$ cat config.mk
export PLATFORM = sky130hd
export DESIGN_NAME = pkt_rewrite_mux
export DESIGN_NICKNAME = d
export VERILOG_FILES = /design/src/rtl/pkt_rewrite_mux.sv
export SDC_FILE = /design/constraint.sdc
export NUM_CORES = 1
export LEC_CHECK = 0
export CORE_UTILIZATION = 57
export DETAILED_ROUTE_END_ITERATION = 10
export GPL_ROUTABILITY_DRIVEN = 0
export PLACE_DENSITY = 0.86
export SYNTH_ARGS = -nofsm -noshare
export SYNTH_HDL_FRONTEND = slang
export SYNTH_SLANG_ARGS = --single-unit
export TNS_END_PERCENT = 10
$ cat constraint.sdc
create_clock -name clk -period 4 [get_ports clk]
set_clock_uncertainty 0.1 [all_clocks]
set_input_delay 0.6 -clock clk [delete_from_list [all_inputs] [get_ports clk]]
set_output_delay 0.6 -clock clk [all_outputs]
set_load 0.03 [all_outputs]
$ cat src/rtl/pkt_rewrite_mux.sv
// Two-stage byte-stream rewriter: replaces MAC addresses, decrements the IPv4
// TTL with an incremental checksum fix-up, and counts modified packets.
module pkt_rewrite_mux #(
  parameter int MAX_OFS = 2047
) (
  input  logic        clk,
  input  logic        rst_n,
  input  logic        in_valid,
  input  logic [7:0]  in_data,
  input  logic        in_last,
  output logic        in_ready,
  input  logic        in_sop,
  input  logic        act_dmac_en,
  input  logic [47:0] act_dmac,
  input  logic        act_smac_en,
  input  logic [47:0] act_smac,
  input  logic        act_ttl_dec,
  output logic        out_valid,
  output logic [7:0]  out_data,
  output logic        out_last,
  input  logic        out_ready,
  output logic [15:0] stat_rewr_cnt
);

  localparam int OW = (MAX_OFS > 0) ? $clog2(MAX_OFS + 1) : 1;
  typedef logic [OW-1:0] ofs_t;
  localparam ofs_t OFS_MAX = ofs_t'(MAX_OFS);

  // Handshake: a byte moves across a port only on a cycle where valid and
  // ready are both high; out_* never change while out_valid && !out_ready.

  ofs_t        ofs_q, ofs_d;
  logic        dmac_en_q, dmac_en_d, smac_en_q, smac_en_d, ttl_dec_q, ttl_dec_d;
  logic [47:0] dmac_q, dmac_d, smac_q, smac_d;
  logic        b12_q, b12_d, is_ip_q, is_ip_d, ttl_mod_q, ttl_mod_d, mod_q, mod_d;
  logic        a_valid_q, a_valid_d, a_last_q, a_last_d, a_cks_q, a_cks_d, a_mod_q, a_mod_d;
  logic [7:0]  a_data_q, a_data_d;
  logic        out_valid_q, out_valid_d, out_last_q, out_last_d, out_mod_q, out_mod_d;
  logic [7:0]  out_data_q, out_data_d;
  logic [15:0] cnt_q, cnt_d;

  logic        advance, in_fire, a_move, sop_take;
  logic        rw_hit, ttl_hit;
  logic [7:0]  rw_data, b_data;
  logic [16:0] cks_sum;
  logic [15:0] cks_new;
  logic [47:0] mac_sh;
  int          ofs_n;

  assign advance  = !out_valid_q || out_ready;
  assign in_ready = advance || !a_valid_q;
  assign in_fire  = in_valid && in_ready;
  // Checksum high byte waits in stage A until the low byte arrives.
  assign a_move   = a_valid_q && advance && !(a_cks_q && !in_fire);
  assign sop_take = in_sop && (ofs_q == '0) && !in_fire;

  assign cks_sum = {1'b0, a_data_q, in_data} + 17'h00100;
  assign cks_new = cks_sum[15:0] + {15'b0, cks_sum[16]};
  assign b_data  = (a_cks_q && ttl_mod_q) ? cks_new[15:8] : a_data_q;

  always_comb begin
    ofs_n   = int'(ofs_q);
    rw_data = in_data;
    rw_hit  = 1'b0;
    ttl_hit = 1'b0;
    mac_sh  = '0;
    if (dmac_en_q && ofs_n < 6) begin
      mac_sh  = dmac_q << (8 * ofs_n);
      rw_data = mac_sh[47:40];
      rw_hit  = 1'b1;
    end else if (smac_en_q && ofs_n >= 6 && ofs_n < 12) begin
      mac_sh  = smac_q << (8 * (ofs_n - 6));
      rw_data = mac_sh[47:40];
      rw_hit  = 1'b1;
    end else if (ofs_n == 22 && ttl_dec_q && is_ip_q && in_data != 8'h00) begin
      rw_data = in_data - 8'd1;
      rw_hit  = 1'b1;
      ttl_hit = 1'b1;
    end else if (ofs_n == 25 && a_cks_q && ttl_mod_q) begin
      rw_data = cks_new[7:0];
    end
  end

  always_comb begin
    ofs_d       = ofs_q;
    dmac_en_d   = dmac_en_q;
    dmac_d      = dmac_q;
    smac_en_d   = smac_en_q;
    smac_d      = smac_q;
    ttl_dec_d   = ttl_dec_q;
    b12_d       = b12_q;
    is_ip_d     = is_ip_q;
    ttl_mod_d   = ttl_mod_q;
    mod_d       = mod_q;
    a_valid_d   = a_valid_q;
    a_data_d    = a_data_q;
    a_last_d    = a_last_q;
    a_cks_d     = a_cks_q;
    a_mod_d     = a_mod_q;
    out_valid_d = out_valid_q;
    out_data_d  = out_data_q;
    out_last_d  = out_last_q;
    out_mod_d   = out_mod_q;
    cnt_d       = cnt_q;

    if (sop_take) begin
      dmac_en_d = act_dmac_en;
      dmac_d    = act_dmac;
      smac_en_d = act_smac_en;
      smac_d    = act_smac;
      ttl_dec_d = act_ttl_dec;
    end

    if (in_fire) begin
      if (in_last)               ofs_d = '0;
      else if (ofs_q != OFS_MAX) ofs_d = ofs_q + 1'b1;
      if (ofs_n == 0) begin
        b12_d     = 1'b0;
        is_ip_d   = 1'b0;
        ttl_mod_d = 1'b0;
      end
      if (ofs_n == 12) b12_d = (in_data == 8'h08);
      if (ofs_n == 13) is_ip_d = b12_q && (in_data == 8'h00);
      if (ttl_hit) ttl_mod_d = 1'b1;
      if (rw_hit) mod_d = 1'b1;
      if (in_last) begin
        b12_d     = 1'b0;
        is_ip_d   = 1'b0;
        ttl_mod_d = 1'b0;
        mod_d     = 1'b0;
      end
      a_valid_d = 1'b1;
      a_data_d  = rw_data;
      a_last_d  = in_last;
      a_cks_d   = (ofs_n == 24) && !in_last;
      a_mod_d   = in_last && (mod_q || rw_hit);
    end else if (a_move) begin
      a_valid_d = 1'b0;
      a_cks_d   = 1'b0;
    end

    if (advance) begin
      out_valid_d = a_move;
      if (a_move) begin
        out_data_d = b_data;
        out_last_d = a_last_q;
        out_mod_d  = a_mod_q;
      end
    end

    if (out_valid_q && out_ready && out_last_q && out_mod_q) cnt_d = cnt_q + 16'd1;
  end

  always_ff @(posedge clk or negedge rst_n) begin
    if (!rst_n) begin
      ofs_q       <= '0;
      dmac_en_q   <= 1'b0;
      dmac_q      <= '0;
      smac_en_q   <= 1'b0;
      smac_q      <= '0;
      ttl_dec_q   <= 1'b0;
      b12_q       <= 1'b0;
      is_ip_q     <= 1'b0;
      ttl_mod_q   <= 1'b0;
      mod_q       <= 1'b0;
      a_valid_q   <= 1'b0;
      a_data_q    <= '0;
      a_last_q    <= 1'b0;
      a_cks_q     <= 1'b0;
      a_mod_q     <= 1'b0;
      out_valid_q <= 1'b0;
      out_data_q  <= '0;
      out_last_q  <= 1'b0;
      out_mod_q   <= 1'b0;
      cnt_q       <= '0;
    end else begin
      ofs_q       <= ofs_d;
      dmac_en_q   <= dmac_en_d;
      dmac_q      <= dmac_d;
      smac_en_q   <= smac_en_d;
      smac_q      <= smac_d;
      ttl_dec_q   <= ttl_dec_d;
      b12_q       <= b12_d;
      is_ip_q     <= is_ip_d;
      ttl_mod_q   <= ttl_mod_d;
      mod_q       <= mod_d;
      a_valid_q   <= a_valid_d;
      a_data_q    <= a_data_d;
      a_last_q    <= a_last_d;
      a_cks_q     <= a_cks_d;
      a_mod_q     <= a_mod_d;
      out_valid_q <= out_valid_d;
      out_data_q  <= out_data_d;
      out_last_q  <= out_last_d;
      out_mod_q   <= out_mod_d;
      cnt_q       <= cnt_d;
    end
  end

  assign out_valid     = out_valid_q;
  assign out_data      = out_data_q;
  assign out_last      = out_last_q;
  assign stat_rewr_cnt = cnt_q;

endmodule

==> out/qor.txt, run 1 <==
crit end category - flop
Mapped Area - 0.00785 mm2
Final Max Slew Viols - 0
layout net count - 913
crit path time final - 3030 ps
xor and xnor area share after synthesis - 3.35%
main combinational cell family by area after synthesis - multiplexers
PD cells - 652 mW/mm2
period utilisation layout - 75.8%
Yosys cell types - 67
Clock Tree Root - clkbuf_16
first-pass GRT wire length - 31.5 mm
R2R cell count - 10
Leak - 4.08 nW
H-tree level count - 4
Post-Syn Nets - 786
wire length after detailed routing - 19.0 mm
Routed Antenna Nets - 0
area of the multi-input gates - 0.00376 mm2
Post-Synth Adder-Cell Area - 1.75%
Starting Density - 58.8%
final setup violation count - 0
Peak Freq - 0.330 GHz
largest net degree at the start of global routing - 107
worst-margin pin slew - 990 ps
ANT cells - 0
Post-Synth Simple-Gate Area - 12.8%
kind of critical path - flop to flop
Synth Area in Compound Gates - 8.05%
reg2reg start - a_data_q[0]$_DFFE_PN0P_
CTS tree - built
mux share of post-synthesis cell area - 21.9%
Longest Clk Path Bufs - 2
DP HPWL - 13.3 mm
peak supply drop - 0.408 mV
Avg Cell Area, Syn - 11.9 um2
initial antenna violation count - 0
CP Max Fanout - 8
DRC viols - 0
port bufs - 139
clock buffer count from CTS - 17
total core area - 0.0133 mm2
Area Growth Syn to Fin - 26.1%
CTS-repair resized insts - 0
Slew HR - 34.0%
Yosys reg bits - 153
overflow left after global routing - 0
R2R Path End - a_data_q[5]$_DFFE_PN0P_
crit path DAT - 3280 ps
Reg area - 0.00383 mm2
Row Count - 42
hold-fix buffers at CTS - 0
total clock sinks - 153
Post-synth top flop - dfrtp_1
unrepaired setup endpoints after global routing - no
Post-synth ARST share - 100%
Clock transition at path regs - 60 ps
number of global-route vias before repair - 6043
Critical Path Source - a_data_q[0]$_DFFE_PN0P_
Tot Pwr - 6.46 mW
vias per std cell - 6.08
die area - 0.0142 mm2
sequential area share after synthesis - 48.8%
share of cells above drive strength 1 - 22.1%
status - completed
hold violation total from the final report - 0
number of DRC markers in iteration 0 - 442
drt pass-1 iters - 5
Die W - 119 um
Fin Setup TNS - 0 ps
per-cell routed wire length - 19.5 um
Hold Path Class - input port to asynchronous set/reset pin
All-Layer GR Usage - 28.8%
Post-synth EDFFs - 0
max cap viols - 0
vias - 5942
Mapped Cells - 662
postcts setup bufs - 0
Crit path required time - 4240 ps
Warnings, synthesis - 0
Clk Latency, worst-skew pair - 420 ps
die height - 119 um
fill count - 867
register-to-register setup slack - 970 ps
Critical Path Source Type - flop
Ports - 140
==> cells in the final DEF (no fill, tap or decap), drive strengths merged, types with 12 or more instances in the layout <==
master | netlist | layout
dfrtp | 153 | 153
clkdlybuf4s50 | 0 | 138
mux2 | 111 | 111
nand2 | 53 | 53
nor2 | 29 | 29
o21ai | 28 | 28
nand3 | 26 | 26
xnor2 | 24 | 24
clkbuf | 20 | 21
a21oi | 18 | 18
inv | 16 | 16
mux4 | 16 | 16
nand4 | 12 | 12
==> through the flow <==
stage          area (um2)  cells  util (%)  worst slack [ps]  hold slack (ps)
5_1_grt              9900    978      74.1               684              280
2_1_floorplan        7850    662         -              1350              204
3_5_place_dp         9330    946      69.9               790              375
3_3_place_gp         9330    946      69.9               894              360
4_1_cts              9900    978      74.1              1020              253
6_report             9900    978      74.1               968              199
==> cell type report <==
type | instances | area share, %
Clock inverter | 11 | 0.986
Sequential cell | 153 | 38.7
Multi-Input combinational cell | 456 | 38.0
Clock buffer | 21 | 4.75
Timing Repair Buffer | 145 | 14.8
Inverter | 16 | 0.607
Tap cell | 176 | 2.23
==> synth_stat cells, types with 12 or more instances <==
cell      number  area [um2]
dfrtp_1      153        3830
mux2_2       101        1140
nand2_1       51         191
o21ai_0       27         135
nor2_1        26        97.6
nand3_1       25         125
xnor2_1       24         210
clkbuf_1      20        75.1
a21oi_1       18        90.1
inv_1         16        60.1
mux4_2        16         360
nand4_1       12        75.1
==> routing by layer <==
metal / up-vias / global-route usage [%] / wire [um] / share of wire (%)
li1: 2689 / - / - / -
met1: 2930 / 36.8 / 7790 / 41
met2: 285 / 47.6 / 9480 / 50
met3: 38 / 6.70 / 1280 / 6.7
met4: 0 / 11.1 / 480 / 2.5
met5: - / 0 / 0 / 0
==> how the worst max path moves through the flow <==
stage / cells past startpoint / endpoint / slack (ps)
4_1_cts: 9 / out_data[7]$_DFFE_PN0P_ / 1020
3_5_place_dp: 7 / a_mod_q$_DFFE_PN0P_ / 790
3_3_place_gp: 7 / a_mod_q$_DFFE_PN0P_ / 890
5_1_grt: 9 / out_data[7]$_DFFE_PN0P_ / 680
6_report: 10 / a_data_q[5]$_DFFE_PN0P_ / 970
2_1_floorplan: 10 / a_data_q[1]$_DFFE_PN0P_ / 1350
==> logic make-up after synthesis <==
| group | count (synthesis) |
|---|---|
| flip-flops | 153 |
| XOR/XNOR | 30 |
| buffers and inverters | 53 |
| AND/OR/NAND/NOR | 180 |
| adder cells (fa/ha/maj) | 11 |
| AO/OA/AOI/OAI | 97 |
| multiplexers | 138 |
==> state kept, by name, indices dropped and copies added, names as in the netlist, 8 cells and up <==
register       count
out_data           8
ofs_q             11
smac_q            48
stat_rewr_cnt     16
dmac_q            48
a_data_q           8
==> critical path, cell delays in order, from the launching register on <==
cell     delay, ps
dfrtp_1        480
ha_1           350
nand3_1        190
nor3b_1        270
ha_1           260
nand4_1        120
nor4_1         490
a32oi_1        170
xnor2_1        280
nand2_1         90
a31oi_1        160
==> power by group <==
group / internal [mW] / total [mW] / switching, mW / leakage, nW
sequential: 2.16 / 2.63 / 0.473 / 1.92
clock: 0.901 / 1.52 / 0.620 / 0.271
combinational: 1.24 / 2.30 / 1.06 / 1.89
total: 4.30 / 6.46 / 2.16 / 4.08
Note: power is estimated with default switching activity, not from simulation.
==> run 2, diff against run 1 <==
--- a/config.mk
+++ b/config.mk
@@ -5,10 +5,10 @@
 export SDC_FILE = /design/constraint.sdc
 export NUM_CORES = 1
 export LEC_CHECK = 0
-export CORE_UTILIZATION = 57
+export CORE_UTILIZATION = 53
 export DETAILED_ROUTE_END_ITERATION = 10
 export GPL_ROUTABILITY_DRIVEN = 0
-export PLACE_DENSITY = 0.86
+export PLACE_DENSITY = 0.8
 export SYNTH_ARGS = -nofsm -noshare
 export SYNTH_HDL_FRONTEND = slang
 export SYNTH_SLANG_ARGS = --single-unit
==> constraint.sdc (replaced) <==
create_clock -name clk -period 2.9 [get_ports clk]
set_clock_uncertainty 0.1 [all_clocks]
set_input_delay 0.435 -clock clk [delete_from_list [all_inputs] [get_ports clk]]
set_output_delay 0.435 -clock clk [all_outputs]
set_load 0.03 [all_outputs]
==> run 2 against run 1 <==
Critical path type unchanged. First-iteration DRC count is 4.8% higher. Cell count increased by 3.2%. Total power is 40% higher.
==> out/qor.txt, run 2 (same netlist as run 1, synthesis figures left out) <==
layout net count - 936 (+2.5%)
CTS-repair resized insts - 0 (unchanged)
clock buffer count from CTS - 17 (unchanged)
Post-Route Utilization - 69.9% (-4.3 points)
H-tree level count - 4 (unchanged)
overflow left after global routing - 0 (unchanged)
initial antenna violation count - 0 (unchanged)
Fin Setup TNS - 0 ps (unchanged)
DRC viols - 0 (unchanged)
Area Growth Syn to Fin - 29.0%
Longest Clk Path Bufs - 2 (unchanged)
Final Max Slew Viols - 0 (unchanged)
vias - 5995 (+0.89%)
period utilisation layout - 93.1% (+17 points)
drt pass-1 iters - 5 (unchanged)
Slew HR - 63.2% (+29 points)
final setup violation count - 0 (unchanged)
total placed cells including tap cells - 976 (+3.2%)
total core area - 0.0145 mm2 (+8.5%)
number of global-route vias before repair - 6147 (+1.7%)
combinational share of power - 36.2% (+0.6 points)
Routed Antenna Nets - 0 (unchanged)
per-cell routed wire length - 18.4 um (-5.2%)
clock power share - 24.6% (+1.0 points)
worst-margin pin slew - 549 ps (-441 ps)
status - completed
most frequent cells in the layout - 152 x dfrtp_1, 138 x clkdlybuf4s50_1, 101 x mux2_2
DP HPWL - 13.5 mm (+1.1%)
WP buf/inv - 0 (unchanged)
Layout Cells excl Fill - 1009 (+3.2%)
ANT cells - 0 (unchanged)
vias per std cell - 5.94 (-2.2%)
Tot Pwr - 9.06 mW (+40%)
Clock transition at path regs - 70 ps (about the same)
most common cell after layout, fill and taps aside - dfrtp_1
hold violation total from the final report - 0 (unchanged)
Clock Tree Root - clkbuf_16
max incr delay on CP - 640 ps (+150 ps)
die height - 124 um (+3.6%)
peak supply drop - 0.614 mV (+50%)
crit path time final - 2700 ps (-332 ps)
Critical Path Source Type - flop
number of DRC markers in iteration 0 - 463 (+4.8%)
kind of critical path - flop to flop
postcts setup bufs - 0 (unchanged)
Die W - 124 um (+3.6%)
cells along the critical path - or4_4, or3_4, nor4b_4, nand2_2, o22ai_1, a21oi_1
share of cells above drive strength 1 - 24.1% (+2.1 points)
max cap viols - 0 (unchanged)
crit path DAT - 2900 ps (-380 ps)
Hold Path Class - flop to flop
die area - 0.0153 mm2 (+7.4%)
Row Count - 44 (+4.8%)
first-pass GRT wire length - 30.8 mm (-2.0%)
internal cell power - 6.03 mW (+40%)
largest net degree at the start of global routing - 53 (-50%)
Peak Freq - 0.370 GHz (+12%)
switching pwr - 3.03 mW (+41%)
All-Layer GR Usage - 26.7% (-2.1 points)
hold-fix buffers at CTS - 1 (+1)
Switching Share - 33.4% (about the same)
crit end category - flop
Crit path required time - 3100 ps (-1140 ps)
PD cells - 896 mW/mm2 (+37%)
total clock sinks - 153 (unchanged)
Clk Latency, worst-skew pair - 430 ps (about the same)
port bufs - 139 (unchanged)
sequential power share - 39.2% (-1.6 points)
Ports - 140 (unchanged)
CP top delay family - simple AND/OR/NAND/NOR gates
CP Max Fanout - 7 (-1)
slowest CP cell - or4_4
unrepaired setup endpoints after global routing - no
CTS tree - built
Starting Density - 54.2% (-4.6 points)
wire length after detailed routing - 18.6 mm (-2.2%)
Leak - 4.21 nW (+3.1%)
[run 2: cell count changes in the layout (fill, tap and decap cells not counted), moves of 2 or more]
cell,before,now
clkbuf_8,3,0
clkinv_2,4,1
inv_8,0,2
buf_4,4,25
inv_6,0,5
[run 2: worst reg2reg max path, delay by kind of cell, from the launching register on]
kind	cells	cell delay (ps)
compound gates	2	340
flops	1	420
simple gates	4	1710
[run 2: area by class of cell]
cell class / instances / area, um2
inverters: 16 / 60.1
flip-flops and latches: 153 / 3830
clock buffers: 18 / 429
clock inverters: 14 / 163
fillers: 995 / 4360
repair buffers: 168 / 1650
multi-input cells: 456 / 3760
well taps: 184 / 230
[run 2: stage by stage]
stage	cell area, um2	hold slack [ps]	setup slack (ps)
after detailed placement	9520	322	95.9
after floorplan	7850	39.4	249
after global routing	10100	402	102
after CTS	10100	385	245
final	10100	378	200
after global placement	9520	315	185
[run 2: power groups by stage]
stage,registers [mW],clock network (mW),logic (mW)
finish,3.56,2.23,3.28
global route,3.67,2.37,3.55
CTS,3.56,2.27,3.29
detailed placement,3.58,0,3.24
global placement,3.50,0,3.14
floorplan,3.50,0,2.26
[run 2: final timing paths]
kind,cells after the start,slack [ps],to,start
worst min-delay path,2,380,out_data[2]$_DFFE_PN0P_,out_data[2]$_DFFE_PN0P_
min in group asynchronous,2,420,dmac_q[3]$_DFFE_PN0P_,rst_n
worst min register to register,2,380,out_data[2]$_DFFE_PN0P_,out_data[2]$_DFFE_PN0P_
max in group asynchronous,3,1500,smac_q[35]$_DFFE_PN0P_,rst_n
worst max register to register,6,200,a_data_q[4]$_DFFE_PN0P_,ofs_q[5]$_DFFE_PN0P_
worst max-delay path,6,200,a_data_q[4]$_DFFE_PN0P_,ofs_q[5]$_DFFE_PN0P_
[run 2: layer usage]
metal	part of all wire [%]	up-vias	GRT usage (%)
met5	0	-	0
met4	3.0	0	12.8
met3	7.2	50	7.33
met2	49	247	43.3
met1	41	2963	33.0
li1	-	2735	-
==> run 3, diff against run 2 <==
--- a/config.mk
+++ b/config.mk
@@ -9,6 +9,7 @@
 export DETAILED_ROUTE_END_ITERATION = 10
 export GPL_ROUTABILITY_DRIVEN = 0
 export PLACE_DENSITY = 0.8
+export REMOVE_ABC_BUFFERS = 1
 export SYNTH_ARGS = -nofsm -noshare
 export SYNTH_HDL_FRONTEND = slang
 export SYNTH_SLANG_ARGS = --single-unit
==> run 3 against run 2 <==
Critical path depth is the same. Maximum frequency grew 1.8%. Cell count is essentially flat. Sequential cell count is the same. Sequential share of layout area is essentially flat. Critical path type unchanged.
==> out/qor.txt, run 3 (same netlist as run 1, synthesis figures left out) <==
Ports - 140 (unchanged)
die height - 124 um (unchanged)
Tot Pwr - 8.98 mW (-0.92%)
wire length after detailed routing - 18.3 mm (-1.6%)
most common cell after layout, fill and taps aside - dfrtp_1
period utilisation layout - 91.5% (-1.6 points)
vias - 5938 (-0.95%)
Peak Freq - 0.377 GHz (+1.8%)
clock buffer count from CTS - 17 (unchanged)
max cap viols - 0 (unchanged)
hold slack - 372 ps (-5.81 ps)
Design Area, Final - 0.0101 mm2 (+0.11%)
Clock Tree Root - clkbuf_16
reg2reg start - ofs_q[5]$_DFFE_PN0P_
CP Max Fanout - 55 (+48)
Switching Share - 32.1% (-1.3 points)
Clock transition at path regs - 60 ps (about the same)
peak supply drop - 0.642 mV (+4.7%)
unrepaired setup endpoints after global routing - no
Clk Latency, worst-skew pair - 420 ps (about the same)
internal cell power - 6.10 mW (+1.1%)
Crit path required time - 3100 ps (about the same)
postcts setup bufs - 0 (unchanged)
final setup violation count - 0 (unchanged)
R2R Path End - smac_q[25]$_DFFE_PN0P_
port bufs - 139 (unchanged)
Area Growth Syn to Fin - 29.1%
worst-margin pin slew - 598 ps (+48.5 ps)
crit end category - flop
CP top delay family - simple AND/OR/NAND/NOR gates
Starting Density - 54.2% (unchanged)
status - completed
total clock sinks - 153 (unchanged)
post-route setup slack - 247 ps (+47.3 ps)
crit path time final - 2650 ps (-47.3 ps)
Hold Path Class - input port to asynchronous set/reset pin
Final Max Slew Viols - 0 (unchanged)
combinational share of power - 36.7% (+0.5 points)
worst slack, placed - 104 ps (+8.01 ps)
largest net degree at the start of global routing - 59 (+11%)
Leak - 4.22 nW (+0.36%)
DP HPWL - 13.7 mm (+1.3%)
total core area - 0.0145 mm2 (unchanged)
register-to-register setup slack - 250 ps (+50 ps)
drt pass-1 iters - 5 (unchanged)
vias per std cell - 5.88 (-1.0%)
die area - 0.0153 mm2 (unchanged)
initial antenna violation count - 0 (unchanged)
number of global-route vias before repair - 5983 (-2.7%)
Die W - 124 um (unchanged)
share of cells above drive strength 1 - 24.0% (-0.15 points)
clock power share - 24.0% (-0.6 points)
cells along the critical path - or4_4, nor3_2, nand3_2, nor2_4, buf_12, mux2_2
sequential power share - 39.4% (+0.2 points)
crit path DAT - 2860 ps (-40 ps)
switching pwr - 2.88 mW (-4.9%)
layout net count - 938 (+0.21%)
slowest CP cell - or4_4
Routed Antenna Nets - 0 (unchanged)
PD cells - 886 mW/mm2 (-1.0%)
All-Layer GR Usage - 25.8% (-0.94 points)
max incr delay on CP - 640 ps (about the same)
Post-Route Utilization - 70.0% (+0.078 points)
DP Area - 0.00954 mm2 (+0.29%)
Slew HR - 59.9% (-3.4 points)
overflow left after global routing - 0 (unchanged)
Row Count - 44 (unchanged)
H-tree level count - 4 (unchanged)
first-pass GRT wire length - 29.7 mm (-3.6%)
CTS tree - built
ANT cells - 0 (unchanged)
DRC viols - 0 (unchanged)
per-cell routed wire length - 18.1 um (-1.7%)
Longest Clk Path Bufs - 2 (unchanged)
hold violation total from the final report - 0 (unchanged)
number of DRC markers in iteration 0 - 381 (-18%)
R2R cell count - 6 (unchanged)
kind of critical path - flop to flop
Critical Path Source Type - flop
WP buf/inv - 1 (+1)
most frequent cells in the layout - 151 x dfrtp_1, 138 x clkdlybuf4s50_1, 101 x mux2_2
-- run 3: changes by cell type in the layout (fill, tap and decap cells not counted), sizes merged --
cell and delta:
inv -7, clkbuf +6, clkinv +3, clkinvlp -3, buf +2
-- run 3: how the worst max path moves through the flow --
stage,from,endpoint,slack [ps],cells past startpoint
5_1_grt,a_data_q[1]$_DFFE_PN0P_,out_data[6]$_DFFE_PN0P_,6,11
3_3_place_gp,in_data[2],a_mod_q$_DFFE_PN0P_,170,7
4_1_cts,a_data_q[2]$_DFFE_PN0P_,out_data[7]$_DFFE_PN0P_,230,8
3_5_place_dp,in_data[2],a_mod_q$_DFFE_PN0P_,100,7
6_report,ofs_q[5]$_DFFE_PN0P_,smac_q[25]$_DFFE_PN0P_,250,6
2_1_floorplan,out_valid$_DFFE_PN0P_,dmac_en_q$_DFFE_PN0P_,-830,6
-- run 3: timing repair --
| item | in CTS | in global routing |
|---|---|---|
| hold buffers | 1 | 0 |
| resized for setup | 0 | 1 |
| hold endpoints to repair | 34 | 0 |
| setup endpoints to repair | 0 | 1 |
-- run 3: metrics by stage --
| step | setup TNS, ps | cells |
|---|---|---|
| global route | 0 | 1010 |
| global placement | 0 | 978 |
| finish | 0 | 1010 |
| CTS | 0 | 1010 |
| detailed placement | 0 | 978 |
| floorplan | -82470 | 625 |
-- run 3: area by class of cell --
cell class / instances / area (um2)
Clock buffer: 24 / 482
Clock inverter: 7 / 92.6
Fill cell: 989 / 4350
Inverter: 16 / 60.1
Multi-Input combinational cell: 456 / 3760
Sequential cell: 153 / 3830
Tap cell: 184 / 230
Timing Repair Buffer: 170 / 1680
-- run 3: power by group through the flow --
stage	clock network [mW]	logic, mW	registers, mW
final	2.15	3.29	3.53
after global routing	2.27	3.57	3.64
after CTS	2.19	3.32	3.53
after detailed placement	0	3.30	3.56
after global placement	0	3.19	3.48
after floorplan	0	2.04	3.62
-- run 3: metal layers --
metal	vias up	share of wire, %	GRT usage (%)
li1	2748	-	-
met1	2935	42	32.1
met2	221	48	41.0
met3	34	8.1	9.43
met4	0	1.8	9.56
met5	-	0	0
